File: src/rtl/fifo_wr_arb_pkg.sv
// Shared types and default sizing for the FIFO write-port arbiter.
package fifo_wr_arb_pkg;

  typedef enum logic {
    IDLE  = 1'b0,
    BURST = 1'b1
  } arb_state_e;

  localparam int NREQ_DEF      = 4;
  localparam int DW_DEF        = 8;
  localparam int MAX_BURST_DEF = 8;

  // Index width for a requester number; never zero so a single requester still has a port.
  function automatic int idx_w(input int n);
    return (n > 1) ? $clog2(n) : 1;
  endfunction

endpackage

File: src/rtl/fifo_wr_arb_rr_pick.sv
// Round-robin winner selection: scans from last_owner+1 upward with wrap,
// returns a one-hot winner and a flag saying anyone was requesting.
module rr_pick
  import fifo_wr_arb_pkg::*;
#(
  parameter int NREQ = NREQ_DEF,
  localparam int IW  = idx_w(NREQ)
) (
  input  logic [NREQ-1:0] req_i,
  input  logic [IW-1:0]   last_owner_i,
  output logic [NREQ-1:0] win_o,
  output logic            valid_o
);

  logic [IW-1:0] cand;

  // First requester found after last_owner wins; the scan ends back on last_owner itself.
  always_comb begin
    win_o   = '0;
    valid_o = 1'b0;
    cand    = '0;
    for (int i = 1; i <= NREQ; i++) begin
      cand = IW'((int'(last_owner_i) + i) % NREQ);
      if (!valid_o && req_i[cand]) begin
        win_o[cand] = 1'b1;
        valid_o     = 1'b1;
      end
    end
  end

endmodule

File: src/rtl/fifo_wr_arb.sv
// Arbitrates NREQ bursting writers onto one FIFO write port.
//
//   state | meaning
//   ------+---------------------------------------------------------------
//   IDLE  | no owner; pick a round-robin winner and register it as grant
//   BURST | owner streams beats while not full; leaves on last or burst cap
module fifo_wr_arb
  import fifo_wr_arb_pkg::*;
#(
  parameter int NREQ      = NREQ_DEF,
  parameter int DW        = DW_DEF,
  parameter int MAX_BURST = MAX_BURST_DEF
) (
  input  logic               clk,
  input  logic               rst,
  input  logic [NREQ-1:0]    req_valid_i,
  input  logic [NREQ*DW-1:0] req_data_i,
  input  logic [NREQ-1:0]    req_last_i,
  output logic [NREQ-1:0]    req_ready_o,
  input  logic               full_i,
  output logic               wr_en_o,
  output logic [DW-1:0]      data_o,
  output logic [NREQ-1:0]    grant_o,
  output logic               busy_o
);

  localparam int IW = idx_w(NREQ);
  localparam int CW = $clog2(MAX_BURST + 1);

  arb_state_e      state_q, state_d;
  logic [NREQ-1:0] grant_q, grant_d;
  logic [IW-1:0]   last_owner_q, last_owner_d;
  logic [CW-1:0]   beat_cnt_q, beat_cnt_d;

  logic [NREQ-1:0] pick_win;
  logic            pick_valid;
  logic [IW-1:0]   owner_idx;
  logic            own_valid;
  logic            own_last;
  logic            xfer;
  logic [CW-1:0]   beat_cnt_inc;
  logic            burst_done;

  rr_pick #(.NREQ(NREQ)) u_rr_pick (
    .req_i        (req_valid_i),
    .last_owner_i (last_owner_q),
    .win_o        (pick_win),
    .valid_o      (pick_valid)
  );

  // Binary index of the current owner, needed to update last_owner on release.
  always_comb begin
    owner_idx = '0;
    for (int i = 0; i < NREQ; i++) begin
      if (grant_q[i]) owner_idx = IW'(i);
    end
  end

  assign own_valid    = |(req_valid_i & grant_q);
  assign own_last     = |(req_last_i & grant_q);
  // Reset gates the transfer so a burst aborted by rst never writes in that cycle.
  assign xfer         = ~rst & (state_q == BURST) & own_valid & ~full_i;
  assign beat_cnt_inc = beat_cnt_q + 1'b1;
  assign burst_done   = xfer & (own_last | (beat_cnt_inc == CW'(MAX_BURST)));

  // Next-state logic for arbitration, burst tracking and owner history.
  always_comb begin
    state_d      = state_q;
    grant_d      = grant_q;
    last_owner_d = last_owner_q;
    beat_cnt_d   = beat_cnt_q;
    case (state_q)
      IDLE: begin
        if (pick_valid) begin
          state_d    = BURST;
          grant_d    = pick_win;
          beat_cnt_d = '0;
        end
      end
      BURST: begin
        if (xfer) begin
          beat_cnt_d = beat_cnt_inc;
          if (burst_done) begin
            state_d      = IDLE;
            grant_d      = '0;
            last_owner_d = owner_idx;
            beat_cnt_d   = '0;
          end
        end
      end
      default: state_d = IDLE;
    endcase
  end

  // State registers; reset makes requester 0 the first winner.
  always_ff @(posedge clk) begin
    if (rst) begin
      state_q      <= IDLE;
      grant_q      <= '0;
      last_owner_q <= IW'(NREQ - 1);
      beat_cnt_q   <= '0;
    end else begin
      state_q      <= state_d;
      grant_q      <= grant_d;
      last_owner_q <= last_owner_d;
      beat_cnt_q   <= beat_cnt_d;
    end
  end

  // Write-port mux: owner data only on a transfer, zero otherwise.
  always_comb begin
    data_o = '0;
    for (int k = 0; k < NREQ; k++) begin
      if (xfer && grant_q[k]) data_o = req_data_i[k*DW +: DW];
    end
  end

  assign wr_en_o     = xfer;
  assign req_ready_o = xfer ? grant_q : '0;
  assign grant_o     = grant_q;
  assign busy_o      = (state_q == BURST);

endmodule

File: config.mk
export PLATFORM = sky130hd
export DESIGN_NAME = fifo_wr_arb
export DESIGN_NICKNAME = d
export VERILOG_FILES = /design/src/rtl/fifo_wr_arb_pkg.sv /design/src/rtl/fifo_wr_arb_rr_pick.sv /design/src/rtl/fifo_wr_arb.sv
export SDC_FILE = /design/constraint.sdc
export NUM_CORES = 1
export LEC_CHECK = 0
export ABC_AREA = 1
export BUFFER_PORTS_ARGS = -buffer_cell sky130_fd_sc_hd__buf_2
export CAP_MARGIN = 20
export CORE_MARGIN = 10
export CORE_UTILIZATION = 53
export CTS_BUF_LIST = sky130_fd_sc_hd__clkbuf_2 sky130_fd_sc_hd__clkbuf_4 sky130_fd_sc_hd__clkbuf_8
export DETAILED_ROUTE_END_ITERATION = 10
export PLACE_DENSITY = 0.88
export SKIP_CTS_REPAIR_TIMING = 1
export SYNTH_ARGS = -nofsm -noshare
export SYNTH_HDL_FRONTEND = slang
export SYNTH_SLANG_ARGS = --single-unit
File: constraint.sdc
create_clock -name clk -period 5.91 [get_ports clk]
set_input_delay 0.2955 -clock clk [delete_from_list [all_inputs] [get_ports clk]]
set_output_delay 0.2955 -clock clk [all_outputs]
set_load 0.005 [all_outputs]
==> results of run 1 <==
-- synth_stat cells, types with 2 or more instances --
| master | n | area (µm²) |
|---|---|---|
| sky130_fd_sc_hd__nand2_4 | 5 | 56.30 |
| sky130_fd_sc_hd__a22o_1 | 2 | 17.52 |
| sky130_fd_sc_hd__a21oi_1 | 19 | 95.09 |
| sky130_fd_sc_hd__nor2_4 | 4 | 45.04 |
| sky130_fd_sc_hd__dfxtp_1 | 11 | 220.2 |
| sky130_fd_sc_hd__nand4_1 | 5 | 31.28 |
| sky130_fd_sc_hd__buf_6 | 3 | 33.78 |
| sky130_fd_sc_hd__inv_1 | 17 | 63.81 |
| sky130_fd_sc_hd__nand2_1 | 70 | 262.8 |
| sky130_fd_sc_hd__ha_1 | 9 | 112.6 |
| sky130_fd_sc_hd__nand2_2 | 5 | 31.28 |
| sky130_fd_sc_hd__nor2_1 | 27 | 101.4 |
| sky130_fd_sc_hd__nand3_1 | 36 | 180.2 |
| sky130_fd_sc_hd__nand3_4 | 2 | 35.03 |
-- power breakdown --
group / internal [mW] / switching, mW
Sequential: 0.0762 / 0.00373
Combinational: 0.0208 / 0.0274
Clock: 0.0251 / 0.0267
-- how the worst min path moves through the flow --
stage	end	slack, ns	depth (start not counted)
after floorplan	last_owner_q[0]$_SDFFE_PP1P_	0.40	2
after global placement	beat_cnt_q[3]$_SDFFE_PP0P_	0.49	2
after detailed placement	beat_cnt_q[1]$_SDFFE_PP0P_	0.51	2
after CTS	grant_o[3]$_SDFFE_PP0P_	0.35	2
after global routing	grant_o[3]$_SDFFE_PP0P_	0.37	2
final	grant_o[3]$_SDFFE_PP0P_	0.35	2
-- flip-flops by register name, summed over array words and instances (netlist names) --
signal / flops
busy_o: 1
grant_o: 4
last_owner_q: 2
beat_cnt_q: 4
-- per-stage QoR --
step	hold slack, ns	total power, mW	instances	area, µm²
floorplan	0.4004	0.1070	226	1366
global placement	0.4906	0.1289	311	1659
detailed placement	0.5055	0.1296	311	1659
CTS	0.3537	0.1797	315	1687
global route	0.3668	0.1889	315	1687
finish	0.3531	0.1799	315	1687
-- critical path, stage by stage (launching register included) --
cell                      delay [ns]
sky130_fd_sc_hd__dfxtp_1        0.47
sky130_fd_sc_hd__inv_2          0.14
sky130_fd_sc_hd__nor3_4         0.16
sky130_fd_sc_hd__nand2_4        0.15
sky130_fd_sc_hd__nor2_4         0.25
sky130_fd_sc_hd__inv_1          0.19
sky130_fd_sc_hd__a21oi_1        0.19
sky130_fd_sc_hd__nor2_1         0.05
sky130_fd_sc_hd__buf_2          0.12
-- layer usage --
metal	wire length, µm	up-vias	GRT usage
met5	0	-	0
met4	30	0	0.02366
met3	133	6	0.01674
met2	2187	46	0.2809
met1	1636	682	0.1655
li1	-	854	-
-- cell families after synthesis --
logic type	count (synthesis)	share of synthesized area
AND/OR/NAND/NOR	155	0.5559
adder cells (fa/ha/maj)	9	0.08242
buffers and inverters	26	0.09798
flip-flops	11	0.1612
AO/OA/AOI/OAI	24	0.09615
XOR/XNOR	1	0.006411
-- layout make-up --
class	count	area (µm²)	area share
multi-input combinational	189	1012	0.6001
timing repair buffer	60	300.3	0.1780
clock inverter	1	5.005	0.002967
sequential	11	220.2	0.1306
tap	30	37.54	0.02226
clock buffer	3	22.52	0.01335
inverter	21	88.84	0.05267
==> summary.md, run 1 <==
| Metric | Value |
|---|---|
| CP Launch Point | `busy_o$_SDFF_PP0_` |
| TritonCTS Sinks | `11` |
| Kind of capture point of the worst setup path | `primary output` |
| Clk_lat worst skew | `about 0.27 ns` |
| Number of core rows | `18` |
| Ant. Diodes | `0` |
| Antenna violations before repair | `0` |
| Clk buf depth | `2` |
| Average wire per standard cell | `~13 µm` |
| Number of global-route vias before repair | `1483` |
| Fraction of registers with async set or reset after synthesis | `0` |
| Data arrival time of the critical path | `approximately 2 ns` |
| Clock transition time at the flip-flop clock pins of the worst setup and hold paths | `~0.07 ns` |
| Fraction of final layout cells sized beyond drive strength 1 | `0.2982` |
| Worst reg-to-reg path cell count | `11` |
| Drt first pass iters | `4` |
| Shortest period the worst path allows | `between 2 and 2.5 ns` |
| Via-to-Cell Ratio | `5.041` |
| Relative slew slack | `0.7043` |
| Total Die Area | `about 5000 µm²` |
| Endpoints failing hold | `0` |
| Detail Placement HPWL | `roughly 3.3 mm` |
| Timing-limited maximum frequency | `between 400 and 500 MHz` |
| Net count after synthesis | `~280` |
| Global-route total usage across every layer | `0.1453` |
| Result of the run | `completed` |
| Crit path max fanout | `11` |
| End of the worst register-to-register path | `beat_cnt_q[3]$_SDFFE_PP0P_` |
| Total I/O pin count | `approximately 60` |
| Synthesized netlist cell count | `226` |
| Start of the worst register-to-register path | `last_owner_q[0]$_SDFFE_PP1P_` |
| Power density of the placed cells | `between 100 and 150 nW/µm²` |
| Clock Tree Root | `sky130_fd_sc_hd__clkbuf_4` |
| Post-synth design cell area | `between 1000 and 1500 µm²` |
| Fraction of the yosys area taken by sequential cells | `0.1612` |
| Final standard cell utilization of the core | `0.6808` |
| RSZ-0062 raised after global routing | `false` |
| Launching element type of the critical path | `register` |
| Seq cells post-synth | `11` |
| CTS tree | `built` |
| Beginning of the worst hold path | `rst` |
| Total routed wirelength | `about 4 mm` |
| Global-route wire length before repair | `6.458 mm` |
| Data required, critical path | `5.61 ns` |
| Minimum setup slack in the final design | `around 3.6 ns` |
| Final setup violation count | `0` |
| RePlAce Congestion | `about 0.82` |
| Commonest cells after routing, fill and taps aside | `sky130_fd_sc_hd__nand2_1 (70), sky130_fd_sc_hd__buf_2 (60), sky130_fd_sc_hd__nand3_1 (36)` |
| Period utilization | `0.3897` |
| Most instantiated flip-flop cell in the synthesis netlist | `sky130_fd_sc_hd__dfxtp_1` |
| Fin nets | `approximately 340` |
| Tightest Pin Transition | `0.4430 ns` |
| Most common cell after layout, fill and taps aside | `sky130_fd_sc_hd__nand2_1` |
| Vias | `around 1.6k` |
| Pre-CTS setup slack | `around 3.8 ns` |
| Die Y | `70.78 µm` |
| Post-synthesis area per instance | `6.046 µm²` |
| Largest net degree at the start of global routing | `18` |
| Path type of the worst min-delay path | `in -> reg` |
| Leakage power total | `0.9874 nW` |
| Post-detailed-route DRC marker count | `0` |
| Setup slack, reg-to-reg | `about 3.7 ns` |
| Layout Skew | `about 0.0031 ns` |
| # port buffers | `60` |
| H-tree Lvls | `1` |
| Number of pins exceeding their max-slew limit in the final report | `0` |
| Peak supply drop | `between 0.1 and 0.15 mV` |
| Maximum capacitance violations | `0` |
| Distinct cell type count after synthesis | `25` |
| Final ANT Viol Nets | `0` |
| Congestion Overflow GR | `0` |
| Horizontal die dimension | `between 70 and 80 µm` |
| Number of DRC markers in iteration 0 | `approximately 120` |
| Area overhead of the layout relative to synthesis | `23.44%` |
| EDFF count, synth | `0` |
| Initial core utilization | `0.5515` |
| Setup TNS | `0 ns` |
| Number of warnings printed during yosys synthesis | `0` |
| Type of the worst setup path | `reg -> out` |
| Number of clock buffers inserted by TritonCTS | `3` |
| Endpoint of the worst setup timing path | `data_o[5]` |
| Filler cells | `229` |
| Standard cell core area | `~2500 µm²` |
Power figures use the tool's default switching activity.
==> run 2, diff against run 1 <==
--- a/config.mk
+++ b/config.mk
@@ -5,14 +5,14 @@
 export SDC_FILE = /design/constraint.sdc
 export NUM_CORES = 1
 export LEC_CHECK = 0
-export ABC_AREA = 1
+export ABC_AREA = 0
 export BUFFER_PORTS_ARGS = -buffer_cell sky130_fd_sc_hd__buf_2
 export CAP_MARGIN = 20
 export CORE_MARGIN = 10
-export CORE_UTILIZATION = 53
+export CORE_UTILIZATION = 48
 export CTS_BUF_LIST = sky130_fd_sc_hd__clkbuf_2 sky130_fd_sc_hd__clkbuf_4 sky130_fd_sc_hd__clkbuf_8
 export DETAILED_ROUTE_END_ITERATION = 10
-export PLACE_DENSITY = 0.88
+export PLACE_DENSITY = 0.83
 export SKIP_CTS_REPAIR_TIMING = 1
 export SYNTH_ARGS = -nofsm -noshare
 export SYNTH_HDL_FRONTEND = slang
==> constraint.sdc (replaced) <==
create_clock -name clk -period 2.2 [get_ports clk]
set_input_delay 0.11 -clock clk [delete_from_list [all_inputs] [get_ports clk]]
set_output_delay 0.11 -clock clk [all_outputs]
set_load 0.005 [all_outputs]
==> run 2 against run 1 <==
  * Total power grew to 3.2 times the previous value
  * Synthesized cell count shrank 28%
  * Sequential cell count stayed put
  * Worst hold slack got worse by 0.22 ns
  * Die area rose by 0.58%
  * First-iteration DRC count shrank 46%
  * Sequential share of layout area increased by 0.45 points
  * Global-route usage rose by 0.88 points
  * Final cell count shrank 19%
  * Sequential power increased to 2.8 times the previous value
  * Core utilization is 2.3 points lower
  * Non-clock buffer count rose by 7
==> summary.md, run 2 <==
| Metric | Value |
|---|---|
| Via-to-Cell Ratio | `5.824 (was 5.041)` |
| Peak supply drop | `0.3140 mV (was 0.1296 mV)` |
| Filler cells | `228 (was 229)` |
| Period utilization | `0.8853` |
| Final setup violation count | `0 (unchanged)` |
| Clk_lat worst skew | `0.27 ns (about the same)` |
| Worst-path cell chain | `nor2b_2, a221oi_1, nor3_1, a21oi_1, nor2_1, buf_2 (was inv_2, nor3_4, nand2_4, nor2_4, inv_1, a21oi_1, nor2_1, buf_2)` |
| WHS | `0.1318 ns (was 0.3531 ns)` |
| Type of the worst setup path | `reg -> out (unchanged)` |
| Standard cell core area | `2477 µm² (unchanged)` |
| CTS tree | `built (unchanged)` |
| Total Die Area | `5038 µm² (was 5009 µm²)` |
| Most frequently used cell type in the post-synthesis netlist | `sky130_fd_sc_hd__nor2_1 (was sky130_fd_sc_hd__nand2_1)` |
| Post-synthesis area per instance | `7.700 µm² (was 6.046 µm²)` |
| Final ANT Viol Nets | `0 (unchanged)` |
| Initial core utilization | `0.5035 (was 0.5515)` |
| Number of cells in the design after placement | `251 (was 311)` |
| Most common library cells after synthesis | `sky130_fd_sc_hd__nor2_1 (24), sky130_fd_sc_hd__a21oi_1 (15), sky130_fd_sc_hd__dfxtp_1 (11), sky130_fd_sc_hd__ha_1 (9), sky130_fd_sc_hd__nor3_1 (9) (was sky130_fd_sc_hd__nand2_1 (70), sky130_fd_sc_hd__nand3_1 (36), sky130_fd_sc_hd__nor2_1 (27), sky130_fd_sc_hd__a21oi_1 (19), sky130_fd_sc_hd__inv_1 (17))` |
| Global-route total usage across every layer | `0.1541 (was 0.1453)` |
| Path type of the worst min-delay path | `in -> reg (unchanged)` |
| Data required, critical path | `2.09 ns (was 5.61 ns)` |
| Fin nets | `278 (was 338)` |
| Maximum capacitance violations | `0 (unchanged)` |
| Longest individual stage delay on the worst path | `0.63 ns (was 0.47 ns)` |
| Global-route wire length before repair | `6.561 mm (was 6.458 mm)` |
| Filler-free cell count of the finished design | `255 (was 315)` |
| RePlAce Congestion | `0.9555 (was 0.8242)` |
| Cells taking the most area after synthesis | `sky130_fd_sc_hd__dfxtp_1 (18%), sky130_fd_sc_hd__ha_1 (9.0%), sky130_fd_sc_hd__nor2_1 (7.2%), sky130_fd_sc_hd__a21oi_1 (6.0%), sky130_fd_sc_hd__a221oi_1 (5.6%) (was sky130_fd_sc_hd__nand2_1 (19%), sky130_fd_sc_hd__dfxtp_1 (16%), sky130_fd_sc_hd__nand3_1 (13%), sky130_fd_sc_hd__ha_1 (8.2%), sky130_fd_sc_hd__nor2_1 (7.4%))` |
| Kind of capture point of the worst setup path | `primary output (unchanged)` |
| Endpoints failing hold | `0 (unchanged)` |
| Horizontal die dimension | `70.98 µm (was 70.78 µm)` |
| Most common cell after layout, fill and taps aside | `sky130_fd_sc_hd__buf_2 (was sky130_fd_sc_hd__nand2_1)` |
| # port buffers | `60 (unchanged)` |
| Drt first pass iters | `4 (unchanged)` |
| Post-synth design cell area | `1247 µm² (was 1366 µm²)` |
| TritonCTS Sinks | `11 (unchanged)` |
| Detail Placement HPWL | `3.344 mm (was 3.314 mm)` |
| Result of the run | `completed (unchanged)` |
| Antenna violations before repair | `0 (unchanged)` |
| Number of warnings printed during yosys synthesis | `0 (unchanged)` |
| Largest net degree at the start of global routing | `16 (was 18)` |
| Total I/O pin count | `61 (unchanged)` |
| Seq cells post-synth | `11 (unchanged)` |
| Fraction of final layout cells sized beyond drive strength 1 | `0.3911 (was 0.2982)` |
| RSZ-0062 raised after global routing | `false (unchanged)` |
| Power consumption | `578.6 µW (was 179.9 µW)` |
| Vias | `1485 (was 1588)` |
| Average wire per standard cell | `16.50 µm (was 12.66 µm)` |
| Number of pins exceeding their max-slew limit in the final report | `0 (unchanged)` |
| Fraction of the yosys area taken by sequential cells | `0.1765 (was 0.1612)` |
| Launching element type of the critical path | `register (unchanged)` |
| Number of core rows | `18 (unchanged)` |
| Data arrival time of the critical path | `1.84 ns (was 2.01 ns)` |
| Number of DRC markers in iteration 0 | `66 (was 122)` |
| Clk buf depth | `2 (unchanged)` |
| Setup TNS | `0 ns (unchanged)` |
| Commonest cells after routing, fill and taps aside | `sky130_fd_sc_hd__buf_2 (60), sky130_fd_sc_hd__nor2_1 (24), sky130_fd_sc_hd__a21oi_1 (15) (was sky130_fd_sc_hd__nand2_1 (70), sky130_fd_sc_hd__buf_2 (60), sky130_fd_sc_hd__nand3_1 (36))` |
| Timing-limited maximum frequency | `513.5 MHz` |
| Shortest period the worst path allows | `between 1.5 and 2 ns` |
| Distinct cell type count after synthesis | `48 (was 25)` |
| Congestion Overflow GR | `0 (unchanged)` |
| Ant. Diodes | `0 (unchanged)` |
| Setup slack, reg-to-reg | `0.26 ns (was 3.74 ns)` |
| Post-detailed-route DRC marker count | `0 (unchanged)` |
| Most instantiated flip-flop cell in the synthesis netlist | `sky130_fd_sc_hd__dfxtp_1 (unchanged)` |
| Relative slew slack | `0.6282 (was 0.7043)` |
| Synthesized netlist cell count | `162 (was 226)` |
| Crit path max fanout | `15 (was 11)` |
| Layout Skew | `0.004778 ns (was 0.003133 ns)` |
| Fraction of registers with async set or reset after synthesis | `0 (unchanged)` |
| Clock Tree Root | `sky130_fd_sc_hd__clkbuf_4 (unchanged)` |
| Power density of the placed cells | `354.9 nW/µm² (was 106.6 nW/µm²)` |
| Cell with the largest stage delay on the worst path | `sky130_fd_sc_hd__dfxtp_1 (unchanged)` |
| Top cell type by total area after synthesis | `sky130_fd_sc_hd__dfxtp_1 (was sky130_fd_sc_hd__nand2_1)` |
| Area overhead of the layout relative to synthesis | `30.69% (was 23.44%)` |
| Net count after synthesis | `214 (was 278)` |
| Clock transition time at the flip-flop clock pins of the worst setup and hold paths | `0.07 ns (about the same)` |
| Tightest Pin Transition | `0.5535 ns (was 0.4430 ns)` |
| Top cell type's share of synthesized area | `0.1765 (was 0.1923)` |
| Number of clock buffers inserted by TritonCTS | `3 (unchanged)` |
| Total routed wirelength | `4.208 mm (was 3.988 mm)` |
| H-tree Lvls | `1 (unchanged)` |
| Leakage power total | `0.7535 nW (was 0.9874 nW)` |
| Critical path buffer and inverter count | `1 (was 3)` |
| Number of global-route vias before repair | `1401 (was 1483)` |
| Die Y | `70.98 µm (was 70.78 µm)` |
| Cell family with most CP delay | `flip-flops (was simple AND/OR/NAND/NOR gates)` |
| EDFF count, synth | `0 (unchanged)` |
-- run 2: changes by cell type after synthesis, sizes merged, moves of 6 or more --
cell	change
a221oi	+8
mux2i	+6
nand3	-37
nor2	-7
inv	-11
nand2	-74
nor3	+9
o21ai	+7
-- run 2: worst reg2reg max path, stage by stage, from the launching register on --
cell and delay (ns):
sky130_fd_sc_hd__dfxtp_1 0.63, sky130_fd_sc_hd__a22o_2 0.25, sky130_fd_sc_hd__o211ai_4 0.16, sky130_fd_sc_hd__inv_4 0.15
sky130_fd_sc_hd__o21ai_4 0.10, sky130_fd_sc_hd__and3b_1 0.24, sky130_fd_sc_hd__a221o_1 0.31
-- run 2: cell type report --
type                    count  area [µm²]  share of cell area
repair buffers             67       352.8              0.2164
well taps                  30       37.54             0.02302
inverters                  10       40.04             0.02456
flip-flops and latches     11       220.2              0.1351
clock buffers               4       30.03             0.01842
multi-input cells         133       949.7              0.5825
-- run 2: metal layers --
metal | global-route usage | wire, µm
met1 | 0.1739 | 1670
met2 | 0.2819 | 2291
met3 | 0.03068 | 178
met4 | 0.04516 | 68
met5 | 0 | 0
-- run 2: cells by family after synthesis --
group,after synthesis,synth area share
and+or+nand+nor,60,0.2498
adders and majority gates,9,0.09027
AOI/OAI and AO/OA,55,0.3410
buffers and inverters,18,0.06418
muxes,9,0.07823
DFF,11,0.1765
-- run 2: metrics by stage --
stage	area, µm²	worst slack, ns	util
detailed placement	1598	0.3071	0.6449
CTS	1628	0.2021	0.6571
global route	1630	0.03795	0.6581
finish	1630	0.2524	0.6581
global placement	1598	0.3256	0.6449
floorplan	1247	0.07115	-
-- run 2: worst paths after layout --
kind	from	end	cells past startpoint
max	grant_o[1]$_SDFFE_PP0P_	data_o[0]	6
min	rst	busy_o$_SDFF_PP0_	2
max reg2reg	grant_o[1]$_SDFFE_PP0P_	grant_o[0]$_SDFFE_PP0P_	6
min reg2reg	beat_cnt_q[3]$_SDFFE_PP0P_	beat_cnt_q[3]$_SDFFE_PP0P_	2
-- run 2: power breakdown --
part	internal [mW]	switching (mW)	total, mW
Combinational	0.0966	0.108	0.204
Clock	0.0826	0.0687	0.151
Sequential	0.207	0.0157	0.223
